$ cat src/rtl/ac_pkg.sv
`default_nettype none
// ============================================================================
//  Module      : ac_pkg
//  Description : Shared definitions for the Autoconfig host enumerator.
//                Holds the config page address, register offsets, FSM state
//                encodings and the size-code decoder.
//  Revision    : 1.0  initial release
// ============================================================================
package ac_pkg;

    // A23:A16 of the Autoconfig page
    localparam logic [7:0] E8_PAGE = 8'hE8;

    // Register offsets on A6:A1
    localparam logic [5:0] ER_TYPE = 6'h00;   // $00 type nibble
    localparam logic [5:0] ER_SIZE = 6'h01;   // $02 size nibble
    localparam logic [5:0] BASE_HI = 6'h24;   // $48 base A23:A20, configures
    localparam logic [5:0] BASE_LO = 6'h25;   // $4A base A19:A16
    localparam logic [5:0] SHUTUP  = 6'h26;   // $4C shut-up

    // Enumeration FSM
    typedef enum logic [2:0] {
        ST_IDLE    = 3'd0,
        ST_RD_TYPE = 3'd1,
        ST_RD_SIZE = 3'd2,
        ST_ALLOC   = 3'd3,
        ST_WR_LO   = 3'd4,
        ST_WR_HI   = 3'd5,
        ST_WR_SHUT = 3'd6,
        ST_DONE    = 3'd7
    } ac_state_e;

    // Bus-cycle sequencer
    typedef enum logic [2:0] {
        BC_IDLE    = 3'd0,
        BC_SETUP   = 3'd1,
        BC_STROBE  = 3'd2,
        BC_WAIT    = 3'd3,
        BC_RELEASE = 3'd4
    } bc_state_e;

    // Size code (D_i[2:0] from $02, not inverted) to 64KB units
    function automatic logic [8:0] size_units(input logic [2:0] code);
        logic [8:0] units;
        case (code)
            3'b000:  units = 9'd128;
            3'b001:  units = 9'd1;
            3'b010:  units = 9'd2;
            3'b011:  units = 9'd4;
            3'b100:  units = 9'd8;
            3'b101:  units = 9'd16;
            3'b110:  units = 9'd32;
            default: units = 9'd64;
        endcase
        return units;
    endfunction

endpackage
`default_nettype wire

$ cat src/rtl/autoconfig_host_if.sv
`default_nettype none
// ============================================================================
//  Module      : autoconfig_host_if
//  Description : Zorro II expansion-bus signals seen by the Autoconfig host.
//                master : host side (drives address, strobe, write data,
//                         _configout; receives D_i and DTACK)
//                slave  : board/responder side
//  Revision    : 1.0  initial release
// ============================================================================
interface autoconfig_host_if;
    logic [7:0] AH;          // A23:A16
    logic [5:0] AL;          // A6:A1
    logic       RW;          // 1=read, 0=write
    logic       _UDS;        // upper data strobe, active low
    logic [3:0] D_o;         // write data D15:D12
    logic       data_oe;     // D_o drive enable
    logic [3:0] D_i;         // read data D15:D12
    logic       DTACK;       // cycle acknowledge, positive logic
    logic       _configout;  // first board's _CONFIG_IN

    modport master (
        output AH, AL, RW, _UDS, D_o, data_oe, _configout,
        input  D_i, DTACK
    );

    modport slave (
        input  AH, AL, RW, _UDS, D_o, data_oe, _configout,
        output D_i, DTACK
    );
endinterface
`default_nettype wire

$ cat src/rtl/autoconfig_bus_cycle.sv
`default_nettype none
// ============================================================================
//  Module      : autoconfig_bus_cycle
//  Description : Runs one config-page bus cycle:
//                SETUP -> STROBE -> WAIT (>=2 clk) -> RELEASE -> IDLE.
//                Ports: CLK, _RST (async active low); req/rw/al/wdata start
//                a cycle; ack or timeout pulse for one clock at its end,
//                rdata holds the sampled D_i; bus = host-side bus signals
//                (_configout is left to the parent).
//  Revision    : 1.0  initial release
// ============================================================================
module autoconfig_bus_cycle
    import ac_pkg::*;
#(
    parameter int TIMEOUT = 16
) (
    input  wire logic        CLK,
    input  wire logic        _RST,
    input  wire logic        req,
    input  wire logic        rw,
    input  wire logic [5:0]  al,
    input  wire logic [3:0]  wdata,
    output logic             ack,
    output logic             timeout,
    output logic [3:0]       rdata,
    autoconfig_host_if.master bus
);

    localparam int TW = $clog2(TIMEOUT + 1);

    bc_state_e       state_q, state_d;
    logic [7:0]      ah_q, ah_d;
    logic [5:0]      al_q, al_d;
    logic            rw_q, rw_d;
    logic            uds_n_q, uds_n_d;
    logic [3:0]      do_q, do_d;
    logic            oe_q, oe_d;
    logic [TW-1:0]   tcnt_q, tcnt_d;     // clocks since STROBE
    logic            to_q, to_d;         // current cycle ended by timeout
    logic [3:0]      rdata_q, rdata_d;
    logic            ack_q, ack_d;
    logic            timeout_q, timeout_d;

    always_comb begin
        state_d   = state_q;
        ah_d      = ah_q;
        al_d      = al_q;
        rw_d      = rw_q;
        uds_n_d   = uds_n_q;
        do_d      = do_q;
        oe_d      = oe_q;
        tcnt_d    = tcnt_q;
        to_d      = to_q;
        rdata_d   = rdata_q;
        ack_d     = 1'b0;
        timeout_d = 1'b0;
        case (state_q)
            BC_IDLE: begin
                if (req) begin
                    ah_d    = E8_PAGE;
                    al_d    = al;
                    rw_d    = rw;
                    do_d    = wdata;
                    oe_d    = ~rw;
                    state_d = BC_SETUP;
                end
            end
            BC_SETUP: begin
                uds_n_d = 1'b0;
                tcnt_d  = '0;
                state_d = BC_STROBE;
            end
            BC_STROBE: begin
                tcnt_d  = tcnt_q + TW'(1);
                state_d = BC_WAIT;
            end
            BC_WAIT: begin
                // DTACK is only honoured from the second WAIT clock on,
                // which keeps the strobe low for at least two WAIT clocks.
                if ((tcnt_q >= TW'(2)) && bus.DTACK) begin
                    rdata_d = bus.D_i;
                    uds_n_d = 1'b1;
                    to_d    = 1'b0;
                    state_d = BC_RELEASE;
                end else if (tcnt_q == TW'(TIMEOUT - 1)) begin
                    uds_n_d = 1'b1;
                    to_d    = 1'b1;
                    state_d = BC_RELEASE;
                end else begin
                    tcnt_d  = tcnt_q + TW'(1);
                end
            end
            BC_RELEASE: begin
                rw_d      = 1'b1;
                oe_d      = 1'b0;
                ack_d     = ~to_q;
                timeout_d = to_q;
                state_d   = BC_IDLE;
            end
            default: begin
                state_d = BC_IDLE;
            end
        endcase
    end

    always_ff @(posedge CLK or negedge _RST) begin
        if (!_RST) begin
            state_q   <= BC_IDLE;
            ah_q      <= '0;
            al_q      <= '0;
            rw_q      <= 1'b1;
            uds_n_q   <= 1'b1;
            do_q      <= '0;
            oe_q      <= 1'b0;
            tcnt_q    <= '0;
            to_q      <= 1'b0;
            rdata_q   <= '0;
            ack_q     <= 1'b0;
            timeout_q <= 1'b0;
        end else begin
            state_q   <= state_d;
            ah_q      <= ah_d;
            al_q      <= al_d;
            rw_q      <= rw_d;
            uds_n_q   <= uds_n_d;
            do_q      <= do_d;
            oe_q      <= oe_d;
            tcnt_q    <= tcnt_d;
            to_q      <= to_d;
            rdata_q   <= rdata_d;
            ack_q     <= ack_d;
            timeout_q <= timeout_d;
        end
    end

    assign bus.AH      = ah_q;
    assign bus.AL      = al_q;
    assign bus.RW      = rw_q;
    assign bus._UDS    = uds_n_q;
    assign bus.D_o     = do_q;
    assign bus.data_oe = oe_q;
    assign ack         = ack_q;
    assign timeout     = timeout_q;
    assign rdata       = rdata_q;

endmodule
`default_nettype wire

$ cat src/rtl/autoconfig_host.sv
`default_nettype none
// ============================================================================
//  Module      : autoconfig_host
//  Description : Host-side Autoconfig enumerator for Zorro II boards.
//                Walks the _CONFIG chain, reads type/size of each board,
//                assigns a naturally aligned base from the memory pool or
//                shuts the board up when the pool cannot hold it.
//                Ports: CLK, _RST (async active low); start (1-clk pulse);
//                busy, done, board_count, shut_count status;
//                bus = expansion-bus signals (master side).
//  Revision    : 1.0  initial release
// ============================================================================
module autoconfig_host
    import ac_pkg::*;
#(
    parameter int         TIMEOUT    = 16,
    parameter logic [7:0] POOL_BASE  = 8'h20,
    parameter logic [8:0] POOL_TOP   = 9'h0A0,
    parameter int         MAX_BOARDS = 8
) (
    input  wire logic        CLK,
    input  wire logic        _RST,
    input  wire logic        start,
    output logic             busy,
    output logic             done,
    output logic [3:0]       board_count,
    output logic [3:0]       shut_count,
    autoconfig_host_if.master bus
);

    ac_state_e   state_q, state_d;
    logic        req_q, req_d;
    logic        rw_q, rw_d;
    logic [5:0]  al_q, al_d;
    logic [3:0]  wdata_q, wdata_d;
    logic [8:0]  next_free_q, next_free_d;
    logic [8:0]  base_q, base_d;
    logic [8:0]  size_q, size_d;
    logic [3:0]  board_count_q, board_count_d;
    logic [3:0]  shut_count_q, shut_count_d;
    logic        busy_q, busy_d;
    logic        done_q, done_d;
    logic        configout_n_q, configout_n_d;

    logic        bc_ack;
    logic        bc_timeout;
    logic [3:0]  bc_rdata;

    autoconfig_bus_cycle #(
        .TIMEOUT (TIMEOUT)
    ) u_bus_cycle (
        .CLK     (CLK),
        ._RST    (_RST),
        .req     (req_q),
        .rw      (rw_q),
        .al      (al_q),
        .wdata   (wdata_q),
        .ack     (bc_ack),
        .timeout (bc_timeout),
        .rdata   (bc_rdata),
        .bus     (bus)
    );

    // Allocator: round next_free up to a multiple of the (power-of-two) size.
    // 9-bit arithmetic cannot wrap here; anything at or above 9'h100 is
    // outside the pool and is shut up.
    logic [8:0] w_base;
    logic [8:0] w_end;
    logic       w_fits;
    logic [4:0] w_seen;
    logic       w_last;

    assign w_base = (next_free_q + size_q - 9'd1) & ~(size_q - 9'd1);
    assign w_end  = w_base + size_q;
    assign w_fits = ~w_base[8] && (w_end <= POOL_TOP);
    // Boards handled including the one whose final write just completed
    assign w_seen = {1'b0, board_count_q} + {1'b0, shut_count_q} + 5'd1;
    assign w_last = (w_seen >= 5'(MAX_BOARDS));

    always_comb begin
        state_d       = state_q;
        req_d         = 1'b0;
        rw_d          = rw_q;
        al_d          = al_q;
        wdata_d       = wdata_q;
        next_free_d   = next_free_q;
        base_d        = base_q;
        size_d        = size_q;
        board_count_d = board_count_q;
        shut_count_d  = shut_count_q;
        configout_n_d = configout_n_q;
        case (state_q)
            ST_IDLE, ST_DONE: begin
                if (start) begin
                    board_count_d = '0;
                    shut_count_d  = '0;
                    next_free_d   = {1'b0, POOL_BASE};
                    configout_n_d = 1'b0;
                    req_d         = 1'b1;
                    rw_d          = 1'b1;
                    al_d          = ER_TYPE;
                    wdata_d       = '0;
                    state_d       = ST_RD_TYPE;
                end
            end
            ST_RD_TYPE: begin
                if (bc_timeout) begin
                    state_d = ST_DONE;
                end else if (bc_ack) begin
                    if (bc_rdata[3:2] != 2'b11) begin
                        state_d = ST_DONE;
                    end else begin
                        req_d   = 1'b1;
                        rw_d    = 1'b1;
                        al_d    = ER_SIZE;
                        wdata_d = '0;
                        state_d = ST_RD_SIZE;
                    end
                end
            end
            ST_RD_SIZE: begin
                if (bc_timeout) begin
                    state_d = ST_DONE;
                end else if (bc_ack) begin
                    size_d  = size_units(bc_rdata[2:0]);
                    state_d = ST_ALLOC;
                end
            end
            ST_ALLOC: begin
                req_d = 1'b1;
                rw_d  = 1'b0;
                if (w_fits) begin
                    base_d  = w_base;
                    al_d    = BASE_LO;
                    wdata_d = w_base[3:0];
                    state_d = ST_WR_LO;
                end else begin
                    al_d    = SHUTUP;
                    wdata_d = '0;
                    state_d = ST_WR_SHUT;
                end
            end
            ST_WR_LO: begin
                if (bc_timeout) begin
                    state_d = ST_DONE;
                end else if (bc_ack) begin
                    // The $48 write configures the board, so it goes last
                    req_d   = 1'b1;
                    rw_d    = 1'b0;
                    al_d    = BASE_HI;
                    wdata_d = base_q[7:4];
                    state_d = ST_WR_HI;
                end
            end
            ST_WR_HI, ST_WR_SHUT: begin
                if (bc_timeout) begin
                    state_d = ST_DONE;
                end else if (bc_ack) begin
                    if (state_q == ST_WR_HI) begin
                        next_free_d   = base_q + size_q;
                        board_count_d = board_count_q + 4'd1;
                    end else begin
                        shut_count_d  = shut_count_q + 4'd1;
                    end
                    if (w_last) begin
                        state_d = ST_DONE;
                    end else begin
                        req_d   = 1'b1;
                        rw_d    = 1'b1;
                        al_d    = ER_TYPE;
                        wdata_d = '0;
                        state_d = ST_RD_TYPE;
                    end
                end
            end
            default: begin
                state_d = ST_IDLE;
            end
        endcase
        busy_d = (state_d != ST_IDLE) && (state_d != ST_DONE);
        done_d = (state_d == ST_DONE);
    end

    always_ff @(posedge CLK or negedge _RST) begin
        if (!_RST) begin
            state_q       <= ST_IDLE;
            req_q         <= 1'b0;
            rw_q          <= 1'b1;
            al_q          <= '0;
            wdata_q       <= '0;
            next_free_q   <= {1'b0, POOL_BASE};
            base_q        <= '0;
            size_q        <= '0;
            board_count_q <= '0;
            shut_count_q  <= '0;
            busy_q        <= 1'b0;
            done_q        <= 1'b0;
            configout_n_q <= 1'b1;
        end else begin
            state_q       <= state_d;
            req_q         <= req_d;
            rw_q          <= rw_d;
            al_q          <= al_d;
            wdata_q       <= wdata_d;
            next_free_q   <= next_free_d;
            base_q        <= base_d;
            size_q        <= size_d;
            board_count_q <= board_count_d;
            shut_count_q  <= shut_count_d;
            busy_q        <= busy_d;
            done_q        <= done_d;
            configout_n_q <= configout_n_d;
        end
    end

    assign busy           = busy_q;
    assign done           = done_q;
    assign board_count    = board_count_q;
    assign shut_count     = shut_count_q;
    assign bus._configout = configout_n_q;

endmodule
`default_nettype wire

$ cat src/flat_wrapper.sv
// flat-port wrapper written by rule: the top's interface ports become plain ports
module autoconfig_host_flat import ac_pkg::*;
#(
    parameter int         TIMEOUT    = 16,
    parameter logic [7:0] POOL_BASE  = 8'h20,
    parameter logic [8:0] POOL_TOP   = 9'h0A0,
    parameter int         MAX_BOARDS = 8
)
  (CLK, _RST, start, busy, done, board_count, shut_count, bus_AH, bus_AL, bus_RW, bus__UDS, bus_D_o, bus_data_oe, bus__configout, bus_D_i, bus_DTACK);
  autoconfig_host_if bus_i ();
  input  wire logic CLK;
  input  wire logic _RST;
  input  wire logic start;
  output logic busy;
  output logic done;
  output logic [3:0] board_count;
  output logic [3:0] shut_count;
  output wire logic [$bits(bus_i.AH)-1:0] bus_AH;
  output wire logic [$bits(bus_i.AL)-1:0] bus_AL;
  output wire logic [$bits(bus_i.RW)-1:0] bus_RW;
  output wire logic [$bits(bus_i._UDS)-1:0] bus__UDS;
  output wire logic [$bits(bus_i.D_o)-1:0] bus_D_o;
  output wire logic [$bits(bus_i.data_oe)-1:0] bus_data_oe;
  output wire logic [$bits(bus_i._configout)-1:0] bus__configout;
  input wire logic [$bits(bus_i.D_i)-1:0] bus_D_i;
  input wire logic [$bits(bus_i.DTACK)-1:0] bus_DTACK;
  assign bus_AH = bus_i.AH;
  assign bus_AL = bus_i.AL;
  assign bus_RW = bus_i.RW;
  assign bus__UDS = bus_i._UDS;
  assign bus_D_o = bus_i.D_o;
  assign bus_data_oe = bus_i.data_oe;
  assign bus__configout = bus_i._configout;
  assign bus_i.D_i = bus_D_i;
  assign bus_i.DTACK = bus_DTACK;
  autoconfig_host #(.TIMEOUT(TIMEOUT), .POOL_BASE(POOL_BASE), .POOL_TOP(POOL_TOP), .MAX_BOARDS(MAX_BOARDS)) u_core (.CLK(CLK), ._RST(_RST), .start(start), .busy(busy), .done(done), .board_count(board_count), .shut_count(shut_count), .bus(bus_i));
endmodule
$ cat config.mk
export PLATFORM = sky130hd
export DESIGN_NAME = autoconfig_host_flat
export DESIGN_NICKNAME = d
export VERILOG_FILES = /design/src/rtl/ac_pkg.sv /design/src/rtl/autoconfig_host_if.sv /design/src/rtl/autoconfig_bus_cycle.sv /design/src/rtl/autoconfig_host.sv /design/src/flat_wrapper.sv
export SDC_FILE = /design/constraint.sdc
export NUM_CORES = 1
export LEC_CHECK = 0
export CAP_MARGIN = 30
export CELL_PAD_IN_SITES_DETAIL_PLACEMENT = 2
export CELL_PAD_IN_SITES_GLOBAL_PLACEMENT = 2
export CORE_ASPECT_RATIO = 2
export CORE_MARGIN = 5
export CORE_UTILIZATION = 40
export DETAILED_ROUTE_END_ITERATION = 8
export GPL_TIMING_DRIVEN = 0
export PLACE_DENSITY = 0.92
export SLEW_MARGIN = 20
export SYNTH_ARGS = -nofsm -noshare
export SYNTH_HDL_FRONTEND = slang
export SYNTH_SLANG_ARGS = --single-unit
$ cat constraint.sdc
create_clock -name CLK -period 7.3 [get_ports CLK]
set_input_delay 0.73 -clock CLK [delete_from_list [all_inputs] [get_ports CLK]]
set_output_delay 0.73 -clock CLK [all_outputs]
set_load 0.02 [all_outputs]
Word level (Yosys, flattened, before mapping). Cells that the tools add are included.

Input port bits: 8. Register bits after elaboration: 82. Output and inout port bits: 32. Logic and storage cells: 194.

Eq/ne operators: 36. Magnitude comparators: 3. Bitwise gates (word level): 6. Reduce and logical (&&, ||, !) cells: 28. Add/subtract/negate cells: 10. Multiplexer cells: 86.

Operator list (number): 2-to-1 mux 4 bit (16); case mux 8 bit (7 select lines) (1); 2-to-1 mux 6 bit (9); 2-to-1 mux 3 bit (14); 2-to-1 mux 9 bit (4); case mux 6 bit (5 select lines) (1); adder 9 bit (3); equality test 3 bit (second input constant) (9); inequality test 2 bit (second input constant) (13); 2-to-1 mux 1 bit (25); case mux 4 bit (5 select lines) (1); equality test 3 x 2 -> 1 bit (second input constant) (6); case mux 3 bit (6 select lines) (1); case mux 9 bit (2 select lines) (1); subtractor 9 x 1 -> 9 bit (second input constant) (2); case mux 4 bit (2 select lines) (2); AND reduction 2 bit (8); case mux 5 bit (3 select lines) (1); case mux 3 bit (4 select lines) (1); adder 5 x 1 -> 5 bit (second input constant) (2); 2-to-1 mux 5 bit (2); case mux 1 bit (5 select lines) (2); AND reduction 10 bit (1); AND reduction 5 bit (2); other kinds (21) (42).

Depth between registers and ports, before layout.
Depth in word-level cells: 10. Mapped depth: 19. Mapped depth without buffers: 18.

Least setup slack after synthesis. Ideal clock, no wire load.

Kind: flip-flop to flip-flop. From: reg u_core.size_q[1]. To: reg u_core.base_q[3]. Setup slack: 3.162 ns. Data required time: 7.175 ns. Cell stages (with the launch flop): 20. Period minus slack after synthesis: 4.138 ns. Buffers on the path: 1. Data arrival time: 4.012 ns. Path through: dfrtp_1 > inv_1 > ha_1 > inv_1 > ha_1 > inv_1 > fa_1 > xor2_1 > nor2_1 > ha_1 > o21ai_0 > a22oi_1 > and2_1 > a311oi_1 > o211ai_2 > a21oi_2 > o221ai_2 > nor4_4 > buf_6 > mux2_4.

Word-level cells in the longest chain between the ends: 7. Elaborated cells on any way between the ends: 10.

RTL lines: from (decl) (RTL line autoconfig_host.sv:38) `logic [8:0] size_q, size_d;`; from (signal assigned) (RTL line autoconfig_host.sv:207) `size_q <= size_d;`; adder 9 bit / subtractor 9 x 1 -> 9 bit (equally long branches) (RTL line autoconfig_host.sv:73) `assign w_base = (next_free_q + size_q - 9'd1) & ~(size_q - 9'd1);`; subtractor 9 x 1 -> 9 bit / NOT 9 bit (equally long branches) (RTL line autoconfig_host.sv:73); bitwise AND 9 bit (*) (RTL line autoconfig_host.sv:73); net u_core.w_base[3] (RTL line autoconfig_host.sv:67) `logic [8:0] w_base;`; adder 9 bit (RTL line autoconfig_host.sv:74) `assign w_end = w_base + size_q;`; less-or-equal comparator 9 x 8 -> 1 bit (RTL line autoconfig_host.sv:75) `assign w_fits = ~w_base[8] && (w_end <= POOL_TOP);`; logical AND 1 bit (RTL line autoconfig_host.sv:75); AND reduction 2 bit (no source line); to (signal assigned) (RTL line autoconfig_host.sv:206) `base_q <= base_d;`; to (decl) (RTL line autoconfig_host.sv:37) `logic [8:0] base_q, base_d;`.

Mark *: on every way through the listed nets, which the timed path passes. The rest lies on a longest branch. A chain may end at the register's enable or synchronous reset.

Worst setup path in the final report.
From: reg u_core.size_q[1]. To: reg u_core.base_q[7].

Word-level cells in the longest chain between the ends: 7. Elaborated cells on any way between the ends: 10.

RTL lines (RTL line): adder 9 bit / subtractor 9 x 1 -> 9 bit (equally long branches) (autoconfig_host.sv:73); subtractor 9 x 1 -> 9 bit / NOT 9 bit (equally long branches) (autoconfig_host.sv:73); bitwise AND 9 bit (*) (autoconfig_host.sv:73); net u_core.w_base[3] (autoconfig_host.sv:67); adder 9 bit (*) (autoconfig_host.sv:74); less-or-equal comparator 9 x 8 -> 1 bit (*) (autoconfig_host.sv:75); logical AND 1 bit (*) (autoconfig_host.sv:75); AND reduction 2 bit (no source line) (*).

Marked as above.

==> flow_summary.yaml <==
power:
  switching_share_pct: 44.8
  seqPwrFrac_pct: 29.1
  power_switching_w: 0.000953
  powerDensity_nw_per_um2: 366
  combPwrFrac_pct: 48.9
  leakage_nw: 2.76
  vdd_drop_max_mv: 0.254
  power_frac_clock_pct: 22.0
  p_int_w: 0.00117
worst_setup_path:
  endpoint_kind: "flop"
  startpoint_type: "flop"
  cp.arrival_ns: 5.75
  cp_slowest_stage_delay_ns: 0.49
  crit_family: "compound AO/OA/AOI/OAI gates"
  critPathKind: "flop to flop"
  crit_chain: "inv_1, ha_1, inv_1, ha_1, inv_1, fa_1, xor2_1, nor2_1, ha_1, o21ai_0, a22oi_1, and2_1, a311oi_1, o211ai_2, a21oi_2, o221ai_2, nor4_4, buf_6, mux2_4"
  critical_path.slowest_cell: "dfrtp_1"
  worstPathRequired_ns: 7.53
  critPathMaxFanout: 10
  worst-path-buf-inv: 4
  crit_cells: 19
  r2r_cells: 19
yosys:
  avgSynthCellArea_um2: 9.17
  synth_top_area_share_pct: 35.5
  synth-seq-cells: 75
  seq_area_frac_synth_pct: 38.2
  synth_edf_count: 0
  synth-async-reset-ratio_pct: 100
  yosys_warnings: 0
  synthFlopType: "dfrtp_1"
  ys_types: 68
  synth_area_um2: 4930
  yosys-top-cells-area: "dfrtp_1 35%, ha_1 8.9%, inv_1 4.0%, nand2_1 3.9%, o21ai_0 3.4%"
  syn_inst: 538
  synth_top_cell_by_area: "dfrtp_1"
clock_network:
  cts_tree: "done"
  cts_setup_buffers: 0
  cts_resized: 0
  clk_latency_ns: 0.34
  cts_buffer_depth: 2
  h-tree-depth: 3
  root_buffer: "clkbuf_16"
  cts.sinks: 75
  cts_made_buffers: 9
  clkTransAtPathRegs_ns: 0.06
  ctsHoldBuffers: 0
layout:
  layout_common_cells: "70 x dfrtp_1, 52 x inv_1, 51 x nand2_1"
  final_common_cell: "dfrtp_1"
  seq_area_um2: 1880
  drive_above_1_share_pct: 11.1
  fillCellCount: 1302
  final_nets: 634
  diodes: 0
  area_growth_pct: 17.6
  multiInputGateArea_um2: 2730
die:
  io_pins: 40
  die_area_um2: 14800
  coreArea_um2: 12100
  fp.dieW_um: 88.5
  initial_core_util_pct: 40.7
  dieHeight_um: 167
  rows: 57
run_status:
  outcome: "complete, no violations"
sta:
  slew-limit-headroom_pct: 28.4
  fmax_ghz: 0.181
  period_needed_ns: 5.52
  finalCritPeriodShare_pct: 75.7
  finalSetupViolations: 0
  worst_slack_ns: 1.78
  rsz0062_at_grt: "no"
  slew_violations: 0
  worstMarginPinSlew_ns: 1.07
  setup_tns_ns: 0
  clock-skew-final_ns: 0.0102
  finalHoldViolations: 0
global_route:
  overflow: 0
  antenna_found_initial: 0
  gr-usage-all-layers_pct: 29.4
  grt_max_degree: 58
  grt_pass1_wl_mm: 32.3
  grt_pass1_vias: 5363
route:
  ant_nets: 0
  via_count: 4536
  routedWlPerCell_um: 27.6
  drc: 0
  drt_pass1_iterations: 5
  drt_iter0_drc: 193
  drt_wl_total_mm: 20.5
  via_per_inst: 6.13
hold_path:
  hold_path_class: "input port to async pin"
place:
  gp_congestion: 0.867
  dpl_worst_slack_ns: 2.08
  post-dp-hpwl_mm: 13.4
  io_buffers: 33
flow_run:
  drv_cap: 0
## power groups by stage
stage | Clock (W) | Sequential (W) | Combinational [W]
floorplan | 0 | 0.000613 | 0.000605
global placement | 0 | 0.000600 | 0.000877
detailed placement | 0 | 0.000615 | 0.000957
CTS | 0.000471 | 0.000616 | 0.00104
global route | 0.000493 | 0.000631 | 0.00111
finish | 0.000467 | 0.000618 | 0.00104
## sequential cells by signal, indices dropped and copies added, names as in the netlist, 3 cells and up
| signal | count |
|---|---|
| u_core.base_q | 9 |
| u_core.next_free_q | 9 |
| u_core.size_q | 8 |
| u_core.u_bus_cycle.tcnt_q | 5 |
| u_core.board_count | 4 |
| u_core.shut_count | 4 |
| u_core.u_bus_cycle.bus.D_o | 4 |
| u_core.u_bus_cycle.rdata | 4 |
| u_core.wdata_q | 4 |
| u_core.al_q | 3 |
| u_core.state_q | 3 |
| u_core.u_bus_cycle.bus.AL | 3 |
| u_core.u_bus_cycle.state_q | 3 |
## synthesized netlist by cell type, drive strengths merged (6+ instances only)
cell type,count
mux2,15
a21oi,21
a22o,12
inv,52
a211oi,6
o31ai,6
nand2b,9
nor2,43
dfrtp,70
xnor2,11
ha,35
nand2,51
nor3,12
o21ai,36
xor2,10
clkbuf,10
buf,17
nor2b,12
nand3,14
a21o,14
## stage by stage
stage	util, %	instances	instance area, µm²	hold WS (ns)	power [W]
3_5_place_dp	45.3	724	5500	0.462	0.00157
4_1_cts	47.9	740	5800	0.283	0.00212
2_1_floorplan	-	543	4950	0.415	0.00122
3_3_place_gp	45.1	723	5470	0.452	0.00148
6_report	47.9	740	5800	0.278	0.00213
5_1_grt	47.9	740	5800	0.283	0.00224
## layout make-up
class | instances | area share (%)
Buffer | 27 | 2.57
Clock buffer | 12 | 4.42
Clock inverter | 4 | 0.841
Inverter | 52 | 3.36
Multi-Input combinational cell | 389 | 47.1
Sequential cell | 75 | 32.4
Tap cell | 147 | 3.17
Timing Repair Buffer | 34 | 6.12
## routing by layer
layer | vias to the layer above | GRT usage [%] | share of wire [%]
met5 | - | 0 | 0
met4 | 0 | 18.2 | 6.8
met3 | 93 | 4.60 | 2.8
met2 | 152 | 54.1 | 57
met1 | 2345 | 29.1 | 33
li1 | 1946 | - | -
## final timing paths
check	startpoint	to	slack [ns]
min in group CLK	u_core.bus._configout	u_core.bus._configout	0.49
setup / recovery	u_core.size_q[1]	u_core.base_q[7]	1.78
max in group asynchronous	_RST	u_core.bus._configout	6.36
hold reg to reg	u_core.bus._configout	u_core.bus._configout	0.49
setup reg to reg	u_core.size_q[1]	u_core.base_q[7]	1.78
hold / removal	_RST	u_core.u_bus_cycle.bus.D_o[1]	0.28
## cell families (layout without fill, tap and decap cells)
| kind of cell | count (synthesis) | in the layout | share of synthesized area (%) |
|---|---|---|---|
| AND/OR/NAND/NOR | 174 | 174 | 17.7 |
| AO/OA/AOI/OAI | 130 | 130 | 18.2 |
| buffers and inverters | 79 | 129 | 6.97 |
| flip-flops | 75 | 75 | 38.2 |
| adder cells (fa/ha/maj) | 39 | 39 | 10.3 |
| XOR/XNOR | 21 | 21 | 3.88 |
| multiplexers | 19 | 19 | 4.79 |
| other | 1 | 6 | 0.0760 |
Note: power is estimated with default switching activity, not from simulation.
